**src/rtl/avalon_arb_pkg.sv**
```systemverilog
// Shared types, default widths and helpers for the Avalon-MM read arbiter.
package avalon_arb_pkg;

  typedef enum logic [0:0] {StArb, StIssue} arb_state_e;

  localparam int unsigned DefNumMasters = 2;
  localparam int unsigned DefAddrW      = 32;
  localparam int unsigned DefDataW      = 64;
  localparam int unsigned DefMaxPend    = 4;

  // The pick function works on a fixed-width request vector; callers zero-extend.
  localparam int unsigned MaxMasters = 8;

  // Width of a master ID; kept at least 1 bit.
  function automatic int unsigned tag_w(input int unsigned n);
    return (n > 1) ? $clog2(n) : 1;
  endfunction

  // First requester at or after ptr, wrapping modulo n; returns ptr if none request.
  function automatic int unsigned rr_pick(input logic [MaxMasters-1:0] req,
                                          input int unsigned ptr,
                                          input int unsigned n);
    int unsigned idx;
    logic        found;
    rr_pick = ptr;
    found   = 1'b0;
    for (int unsigned i = 0; i < MaxMasters; i++) begin
      idx = (ptr + i) % n;
      if (i < n && !found && req[idx]) begin
        rr_pick = idx;
        found   = 1'b1;
      end
    end
  endfunction

endpackage

```
**src/rtl/arb_tag_fifo.sv**
```systemverilog
// In-order FIFO of master IDs for outstanding reads; push and pop may coincide.
module arb_tag_fifo #(
  parameter int unsigned TAG_W = 1,
  parameter int unsigned DEPTH = 4,
  localparam int unsigned CntW = $clog2(DEPTH + 1)
) (
  input  logic             clk,
  input  logic             rst,
  input  logic             push_i,
  input  logic [TAG_W-1:0] tag_i,
  input  logic             pop_i,
  output logic [TAG_W-1:0] head_o,
  output logic             empty_o,
  output logic             full_o,
  output logic [CntW-1:0]  count_o
);

  localparam int unsigned PtrW = (DEPTH > 1) ? $clog2(DEPTH) : 1;

  logic [TAG_W-1:0] mem_q [DEPTH];
  logic [PtrW-1:0]  wr_ptr_q, wr_ptr_d, rd_ptr_q, rd_ptr_d;
  logic [CntW-1:0]  count_q, count_d;
  logic             push_ok, pop_ok;

  assign empty_o = (count_q == '0);
  assign full_o  = (count_q == CntW'(DEPTH));
  assign count_o = count_q;
  assign head_o  = mem_q[rd_ptr_q];

  // A push into a full FIFO is only legal when the head leaves in the same cycle.
  assign pop_ok  = pop_i && !empty_o;
  assign push_ok = push_i && (!full_o || pop_ok);

  // Pointer and occupancy next-state.
  always_comb begin
    wr_ptr_d = wr_ptr_q;
    rd_ptr_d = rd_ptr_q;
    count_d  = count_q;
    if (push_ok) begin
      wr_ptr_d = (wr_ptr_q == PtrW'(DEPTH - 1)) ? '0 : wr_ptr_q + 1'b1;
    end
    if (pop_ok) begin
      rd_ptr_d = (rd_ptr_q == PtrW'(DEPTH - 1)) ? '0 : rd_ptr_q + 1'b1;
    end
    case ({push_ok, pop_ok})
      2'b10:   count_d = count_q + 1'b1;
      2'b01:   count_d = count_q - 1'b1;
      default: count_d = count_q;
    endcase
  end

  // Pointer and occupancy registers.
  always_ff @(posedge clk) begin
    if (rst) begin
      wr_ptr_q <= '0;
      rd_ptr_q <= '0;
      count_q  <= '0;
    end else begin
      wr_ptr_q <= wr_ptr_d;
      rd_ptr_q <= rd_ptr_d;
      count_q  <= count_d;
    end
  end

  // Tag storage; contents are don't-care until written.
  always_ff @(posedge clk) begin
    if (push_ok) mem_q[wr_ptr_q] <= tag_i;
  end

endmodule

```
**src/rtl/avalon_read_arbiter.sv**
```systemverilog
// Round-robin arbiter sharing one Avalon-MM read slave between NUM_MASTERS readers.
// Responses are routed back in order via a tag FIFO of granted master IDs.
// Optional per-master accepted-read counters: define AVALON_ARB_PERF_CNT_EN.
module avalon_read_arbiter
  import avalon_arb_pkg::*;
#(
  parameter int unsigned NUM_MASTERS = DefNumMasters,
  parameter int unsigned ADDR_W      = DefAddrW,
  parameter int unsigned DATA_W      = DefDataW,
  parameter int unsigned MAX_PEND    = DefMaxPend
) (
  input  logic                          clk,
  input  logic                          rst,
  input  logic [NUM_MASTERS*ADDR_W-1:0] m_address,
  input  logic [NUM_MASTERS-1:0]        m_read,
  output logic [NUM_MASTERS-1:0]        m_waitrequest,
  output logic [DATA_W-1:0]             m_readdata,
  output logic [NUM_MASTERS-1:0]        m_readdatavalid,
  output logic [ADDR_W-1:0]             s_address,
  output logic                          s_read,
  input  logic                          s_waitrequest,
  input  logic [DATA_W-1:0]             s_readdata,
  input  logic                          s_readdatavalid,
  output logic                          busy,
  output logic                          err,
  output logic [NUM_MASTERS*16-1:0]     grant_cnt
);

  localparam int unsigned TAG_W = tag_w(NUM_MASTERS);
  localparam int unsigned CntW  = $clog2(MAX_PEND + 1);

  arb_state_e       state_q, state_d;
  logic [TAG_W-1:0] g_q, g_d;
  logic [TAG_W-1:0] rr_ptr_q, rr_ptr_d;
  logic             err_q, err_d;
  logic             viol;
  logic             accept, pop;
  logic [TAG_W-1:0] head;
  logic             fifo_empty, fifo_full;
  logic [CntW-1:0]  pend_cnt;
  logic [MaxMasters-1:0] req_ext;

  assign req_ext = MaxMasters'(m_read);
  assign accept  = (state_q == StIssue) && m_read[g_q] && !s_waitrequest;
  assign pop     = s_readdatavalid && !fifo_empty;

  arb_tag_fifo #(
    .TAG_W (TAG_W),
    .DEPTH (MAX_PEND)
  ) u_tag_fifo (
    .clk     (clk),
    .rst     (rst),
    .push_i  (accept),
    .tag_i   (g_q),
    .pop_i   (pop),
    .head_o  (head),
    .empty_o (fifo_empty),
    .full_o  (fifo_full),
    .count_o (pend_cnt)
  );

  // State, grant and error registers.
  always_ff @(posedge clk) begin
    if (rst) begin
      state_q  <= StArb;
      g_q      <= '0;
      rr_ptr_q <= '0;
      err_q    <= 1'b0;
    end else begin
      state_q  <= state_d;
      g_q      <= g_d;
      rr_ptr_q <= rr_ptr_d;
      err_q    <= err_d;
    end
  end

  // Arbitration and issue next-state; err is sticky until reset.
  always_comb begin
    state_d  = state_q;
    g_d      = g_q;
    rr_ptr_d = rr_ptr_q;
    viol     = 1'b0;
    case (state_q)
      StArb: begin
        if (|m_read && !fifo_full) begin
          g_d     = TAG_W'(rr_pick(req_ext, 32'(rr_ptr_q), NUM_MASTERS));
          state_d = StIssue;
        end
      end
      StIssue: begin
        if (accept) begin
          rr_ptr_d = (g_q == TAG_W'(NUM_MASTERS - 1)) ? '0 : g_q + 1'b1;
          state_d  = StArb;
        end else if (!m_read[g_q]) begin
          // Master withdrew its request while stalled.
          viol    = s_waitrequest;
          state_d = StArb;
        end
      end
      default: state_d = StArb;
    endcase
    err_d = err_q | viol | (s_readdatavalid & fifo_empty);
  end

  // Slave command and per-master stall/response outputs.
  always_comb begin
    s_address       = '0;
    s_read          = 1'b0;
    m_waitrequest   = '1;
    if (state_q == StIssue) begin
      s_address          = m_address[32'(g_q) * ADDR_W +: ADDR_W];
      s_read             = m_read[g_q];
      m_waitrequest[g_q] = s_waitrequest;
    end
    m_readdatavalid = pop ? (NUM_MASTERS'(1) << head) : '0;
  end

  assign m_readdata = s_readdata;
  assign busy       = (pend_cnt != '0) || (state_q == StIssue);
  assign err        = err_q;

`ifdef AVALON_ARB_PERF_CNT_EN
  logic [NUM_MASTERS-1:0][15:0] cnt_q, cnt_d;

  // Saturating accepted-read count for the granted master.
  always_comb begin
    cnt_d = cnt_q;
    if (accept && cnt_q[g_q] != 16'hFFFF) cnt_d[g_q] = cnt_q[g_q] + 16'd1;
  end

  // Counter registers.
  always_ff @(posedge clk) begin
    if (rst) cnt_q <= '0;
    else     cnt_q <= cnt_d;
  end

  assign grant_cnt = cnt_q;
`else
  assign grant_cnt = '0;
`endif

endmodule

```
**config.mk**
```make
export PLATFORM = sky130hd
export DESIGN_NAME = avalon_read_arbiter
export DESIGN_NICKNAME = d
export VERILOG_FILES = /design/src/rtl/avalon_arb_pkg.sv /design/src/rtl/arb_tag_fifo.sv /design/src/rtl/avalon_read_arbiter.sv
export SDC_FILE = /design/constraint.sdc
export NUM_CORES = 1
export LEC_CHECK = 0
export ABC_CLOCK_PERIOD_IN_PS = 5550
export CAP_MARGIN = 20
export CELL_PAD_IN_SITES_DETAIL_PLACEMENT = 1
export CELL_PAD_IN_SITES_GLOBAL_PLACEMENT = 1
export CORE_MARGIN = 5
export CORE_UTILIZATION = 18
export CTS_CLUSTER_SIZE = 24
export DETAILED_ROUTE_END_ITERATION = 10
export GPL_TIMING_DRIVEN = 1
export PLACE_DENSITY = 0.86
export SLEW_MARGIN = 10
export SYNTH_ARGS = -nofsm -noshare
export SYNTH_HDL_FRONTEND = slang
export SYNTH_SLANG_ARGS = --single-unit
```
**constraint.sdc**
```tcl
create_clock -name clk -period 5.55 [get_ports clk]
set_input_delay 1.11 -clock clk [delete_from_list [all_inputs] [get_ports clk]]
set_output_delay 1.11 -clock clk [all_outputs]
set_load 0.01 [all_outputs]
```
==> flow_summary.ini, run 1 <==
[synthesis]
synthTopCellsByCount = 97 x buf_4, 36 x mux2i_1, 35 x nor2b_1, 13 x dfxtp_1, 11 x nor2_1
synth_edf_count = 4
yosysTopAreaCell = buf_4
syn_area_mm2 = 0.00224
synthTopCellsByArea = buf_4 32%, mux2i_1 16%, dfxtp_1 12%, nor2b_1 9.8%, edfxtp_1 5.4%
seq_area_frac_synth_pct = 17.0
synth_flop_cell = dfxtp_1
synth_warnings = 0
ys_ff_latch = 17
synth_top_area_share_pct = 32.5
async_reset_ff_share_pct = 0
yosysMostFrequentCell = buf_4
syn_avg_cell_area_um2 = 8.39
ys_types = 37
syn_inst = 267

[global_route]
grt_pass1_vias = 1965
grt.overflow.total = 0
antenna_found_initial = 0
grt_pass1_wl_um = 9570
grt_start_max_net_pins = 41
grt_usage_pct = 7.96

[pwr]
leakage_nw = 1.07
power_density_mw_per_mm2 = 178
ir_drop_mv = 0.0956
finalPower_mw = 0.527

[floorplan]
start_util_pct = 18.5
die-height_um = 122
dieArea_mm2 = 0.0148
num_rows = 40
io-pin-count = 269
fp.dieW_um = 122
coreArea_mm2 = 0.0121

[sta]
rsz0062_at_grt = no
relSlewSlack_pct = 58.1
fmax_ghz = 0.261
fin_crit_ns = 3.84
worstMarginPinSlew_ns = 0.628
hold_viol = 0
clock-skew-final_ns = 0.00410
finalSetupTns_ns = 0
finalSetupViolCount = 0
slew_viol_final = 0
post-route-period-util_pct = 69.2

[placement]
dp_hpwl_um = 5180
gp_congestion = 0.770
dp.cells = 468
io_buffers = 108
placed_area_mm2 = 0.00289

[setup_path]
endpoint_kind = output pin
cp.required_ns = 4.44
path_buf_inv = 2
reg2reg_from = g_q
crit_fanout = 6
crit_arrival_ns = 2.73
slowest_delay_ns = 0.51
crit_family = buffers and inverters
path_depth = 4
path_class = input port to output pin
slowest_stage = clkdlybuf4s50_1
reg2reg_depth = 6
ff2ff_setup_slack_ns = 2.90
cp_common_cell = clkdlybuf4s50_1
cp_cell_sequence = clkdlybuf4s50_1 > mux2_1 > and2_1 > clkdlybuf4s50_1
rr_endpoint = u_tag_fifo.count_o[1]
startpoint_type = input port

[routing]
drc = 0
drtIter0Drc = 44
route.final.wire_length_um = 6180
drtPass1Iterations = 4
drt-wirelength-per-cell_um = 13.1
vias = 1785
ant_nets = 0
viasPerCell = 3.78

[cts]
cts_tree = built
insertion_delay_ns = 0.25
clk_pin_slew_worst_paths_ns = 0.05
hold_buffers = 0
ctsResizeCount = 0
post-cts-setup-buffer-count = 0
cts_buffers = 3
numClockSinks = 17
cts.path.max_buffers = 2
htreeDepth = 1
cts_root_buf = clkbuf_16

[outcome]
status = complete, no violations

[finish]
fin_util_pct = 24.5
num-nets-final = 445
n_fill_cell = 1454
final_cell_area_mm2 = 0.00297
drive_gt1_share_pct = 4.28
multiInputGateArea_mm2 = 0.00118
finalNonFillerCells = 472
area_growth_pct = 32.5
seqCellArea_um2 = 383
n_antenna_cell = 0

[worst_hold_path]
min_to = rr_ptr_q
worstHoldStart = rr_ptr_q
hold_class = register to register
min_path_cells = 2

[flow_run]
drv_cap = 0
[cell usage in the layout (no fill, tap or decap), drive strengths merged, types with 2 or more instances in the layout]
master | Yosys | layout
nand2 | 3 | 3
nor2 | 11 | 11
a21oi | 8 | 8
and3 | 2 | 2
a211oi | 3 | 3
mux2 | 2 | 2
and2 | 5 | 5
edfxtp | 4 | 4
o21ai | 4 | 4
dfxtp | 13 | 13
mux2i | 37 | 37
nand2b | 3 | 3
clkbuf | 7 | 3
a31oi | 2 | 2
ha | 5 | 5
conb | 1 | 32
nor2b | 35 | 35
inv | 6 | 6
clkdlybuf4s50 | 0 | 108
[kinds of logic after synthesis]
| family | synth area share [%] |
|---|---|
| buffers and inverters | 35.3 |
| and+or+nand+nor | 16.9 |
| muxes | 18.7 |
| AOI/OAI and AO/OA | 7.87 |
| DFF | 17.0 |
| adders and majority gates | 3.69 |
| other | 0.167 |
| xor gates and xnor gates | 0.391 |
[metal layers]
metal  global-route usage (%)  vias up  share of wire, %
met3                     3.34       14                11
met1                     8.04      844                34
li1                         -      825                 -
met4                     2.87        0               2.5
met2                     14.6      102                52
met5                        0        -                 0
[final cells by class]
type / count / area share (%)
Inverter: 6 / 0.759
Multi-Input combinational cell: 168 / 39.9
Sequential cell: 17 / 12.9
Timing Repair Buffer: 109 / 36.7
Tap cell: 168 / 7.08
Clock inverter: 1 / 0.169
Clock buffer: 3 / 2.53
[where the power goes]
group	internal [mW]	total (mW)	switching (mW)
clock	0.0964	0.145	0.0485
combinational	0.134	0.225	0.0912
sequential	0.136	0.157	0.0214
total	0.366	0.527	0.161
[worst max path at each step]
stage	startpoint	to	slack (ns)
finish	m_read[0]	s_read	1.71
global route	m_read[0]	s_read	1.62
CTS	m_read[0]	s_read	1.68
detailed placement	m_read[0]	s_read	1.69
global placement	m_read[0]	s_read	1.73
floorplan	m_read[1]	u_tag_fifo.count_o[1]	2.68
[stage by stage]
| step | setup slack [ns] | hold WS (ns) |
|---|---|---|
| 6_report | 1.71 | 0.518 |
| 2_1_floorplan | 2.68 | 0.461 |
| 3_5_place_dp | 1.69 | 0.509 |
| 5_1_grt | 1.62 | 0.581 |
| 4_1_cts | 1.68 | 0.525 |
| 3_3_place_gp | 1.73 | 0.482 |
[worst register-to-register path: cells and delay by family, from the launching register on]
family / cells / cell delay, ns
AND/OR/NAND/NOR: 2 / 0.39
AO/OA/AOI/OAI: 2 / 0.59
flip-flops: 1 / 0.62
multiplexers: 1 / 0.47
adder cells (fa/ha/maj): 1 / 0.48
Note: power is estimated with default switching activity, not from simulation.
==> run 2, diff against run 1 <==
--- a/config.mk
+++ b/config.mk
@@ -5,16 +5,16 @@
 export SDC_FILE = /design/constraint.sdc
 export NUM_CORES = 1
 export LEC_CHECK = 0
-export ABC_CLOCK_PERIOD_IN_PS = 5550
+export ABC_CLOCK_PERIOD_IN_PS = 3110
 export CAP_MARGIN = 20
 export CELL_PAD_IN_SITES_DETAIL_PLACEMENT = 1
 export CELL_PAD_IN_SITES_GLOBAL_PLACEMENT = 1
 export CORE_MARGIN = 5
-export CORE_UTILIZATION = 18
+export CORE_UTILIZATION = 15
 export CTS_CLUSTER_SIZE = 24
 export DETAILED_ROUTE_END_ITERATION = 10
 export GPL_TIMING_DRIVEN = 1
-export PLACE_DENSITY = 0.86
+export PLACE_DENSITY = 0.76
 export SLEW_MARGIN = 10
 export SYNTH_ARGS = -nofsm -noshare
 export SYNTH_HDL_FRONTEND = slang
==> constraint.sdc (replaced) <==
create_clock -name clk -period 3.11 [get_ports clk]
set_input_delay 0.622 -clock clk [delete_from_list [all_inputs] [get_ports clk]]
set_output_delay 0.622 -clock clk [all_outputs]
set_load 0.01 [all_outputs]
==> run 2 against run 1 <==
Die area increased by 18%. Clock skew about the same. Count of clock-buffer cells in the layout increased by 1. Sequential power increased by 66%. Utilization is 3.8 points lower. Combinational power increased by 92%.
==> flow_summary.ini, run 2 (synthesis gave the netlist of run 1 again) <==
[global_route]
antenna_found_initial = 0
grt_pass1_vias = 2116
grt_start_max_net_pins = 40
grt_pass1_wl_um = 10500
grt.overflow.total = 0
grt_usage_pct = 7.00

[worst_hold_path]
hold_class = register to register

[finish]
final_cell_area_mm2 = 0.00302
n_antenna_cell = 0
fin_util_pct = 20.7
num-nets-final = 450
drive_gt1_share_pct = 5.18
area_growth_pct = 35.0
layout_common_cells = 108 x clkdlybuf4s50_1, 36 x mux2i_1, 35 x nor2b_1
mostFrequentLayoutCell = clkdlybuf4s50_1

[pwr]
seq_power_share_pct = 27.3
swShare_pct = 30.3
ir_drop_mv = 0.151
p_sw_mw = 0.288
leakage_nw = 1.09
power_density_mw_per_mm2 = 314
pwr-share-clk_pct = 27.1
share_comb_of_total_power_pct = 45.6
power.internal_mw = 0.663
finalPower_mw = 0.951

[outcome]
status = complete, no violations

[cts]
cts_buffers = 3
cts_root_buf = clkbuf_16
cts.path.max_buffers = 2
cts_tree = built
ctsResizeCount = 0
hold_buffers = 0
insertion_delay_ns = 0.25
clk_pin_slew_worst_paths_ns = 0.05
post-cts-setup-buffer-count = 0
htreeDepth = 1
numClockSinks = 17

[floorplan]
io-pin-count = 269
dieArea_mm2 = 0.0175
start_util_pct = 15.4
fp.dieW_um = 132
die-height_um = 132
coreArea_mm2 = 0.0146
num_rows = 44

[routing]
drc = 0
ant_nets = 0
route.final.wire_length_um = 6540
vias = 1774
viasPerCell = 3.60
drtIter0Drc = 42
drtPass1Iterations = 3
drt-wirelength-per-cell_um = 13.3

[setup_path]
cp.required_ns = 2.49
path_buf_inv = 2
crit_arrival_ns = 2.25
slowest_delay_ns = 0.53
crit_fanout = 6
endpoint_kind = output pin
slowest_stage = clkdlybuf4s50_1
startpoint_type = input port
cp_cell_sequence = clkdlybuf4s50_1 > mux2_1 > and2_1 > clkdlybuf4s50_1
path_class = input port to output pin
cp_common_cell = clkdlybuf4s50_1
crit_family = buffers and inverters

[sta]
finalSetupTns_ns = 0
rsz0062_at_grt = no
fin_crit_ns = 2.87
finalSetupViolCount = 0
post-route-period-util_pct = 92.4
clock-skew-final_ns = 0.00427
fmax_ghz = 0.348
relSlewSlack_pct = 58.8
worstMarginPinSlew_ns = 0.614
setup_slack_ns = 0.235
hold_viol = 0
slew_viol_final = 0

[placement]
gp_congestion = 0.781
io_buffers = 108
placed_area_mm2 = 0.00295
dp_hpwl_um = 5510
place_ws_ns = 0.152

[flow_run]
drv_cap = 0
-- run 2: changes by cell type in the layout (fill, tap and decap cells not counted), sizes merged --
| cell | previous run | this run |
|---|---|---|
| clkbuf | 3 | 4 |
| clkinv | 1 | 0 |
| buf | 1 | 6 |
-- run 2: layer usage --
metal  vias up  GRT usage, %  routed length, um
met5         -             0                  0
met4         0          2.55                182
met3        20          2.33                651
met2       114          13.3               3400
met1       806          7.09               2300
li1        834             -                  -
-- run 2: area by class of cell --
cell class | instances | area [um^2]
flip-flops and latches | 17 | 382
fillers | 1710 | 11600
repair buffers | 114 | 1130
clock buffers | 4 | 78.8
inverters | 6 | 22.5
well taps | 184 | 230
multi-input cells | 168 | 1180
-- run 2: power groups by stage --
| stage | clock network, mW | logic [mW] | registers, mW |
|---|---|---|---|
| 2_1_floorplan | 0 | 0.333 | 0.257 |
| 3_3_place_gp | 0 | 0.425 | 0.263 |
| 3_5_place_dp | 0 | 0.438 | 0.264 |
| 4_1_cts | 0.265 | 0.441 | 0.260 |
| 5_1_grt | 0.276 | 0.475 | 0.263 |
| 6_report | 0.258 | 0.433 | 0.260 |
-- run 2: worst min-delay path: cells and delay by family (launching register included) --
family,cells,cell delay (ns)
flip-flops,1,0.34
AO/OA/AOI/OAI,1,0.07
AND/OR/NAND/NOR,1,0.07
-- run 2: stage by stage --
step                cells  hold WS (ns)
floorplan             298         0.461
global placement      489         0.490
detailed placement    489         0.498
CTS                   493         0.521
global route          493         0.567
finish                493         0.516
-- run 2: final timing paths --
kind	from	end	slack, ns	cells after the start
min	rr_ptr_q	rr_ptr_q	0.52	2
min reg2reg	rr_ptr_q	rr_ptr_q	0.52	2
max reg2reg	u_tag_fifo.count_o[2]	u_tag_fifo.count_o[1]	0.65	5
max	m_read[0]	s_read	0.24	4
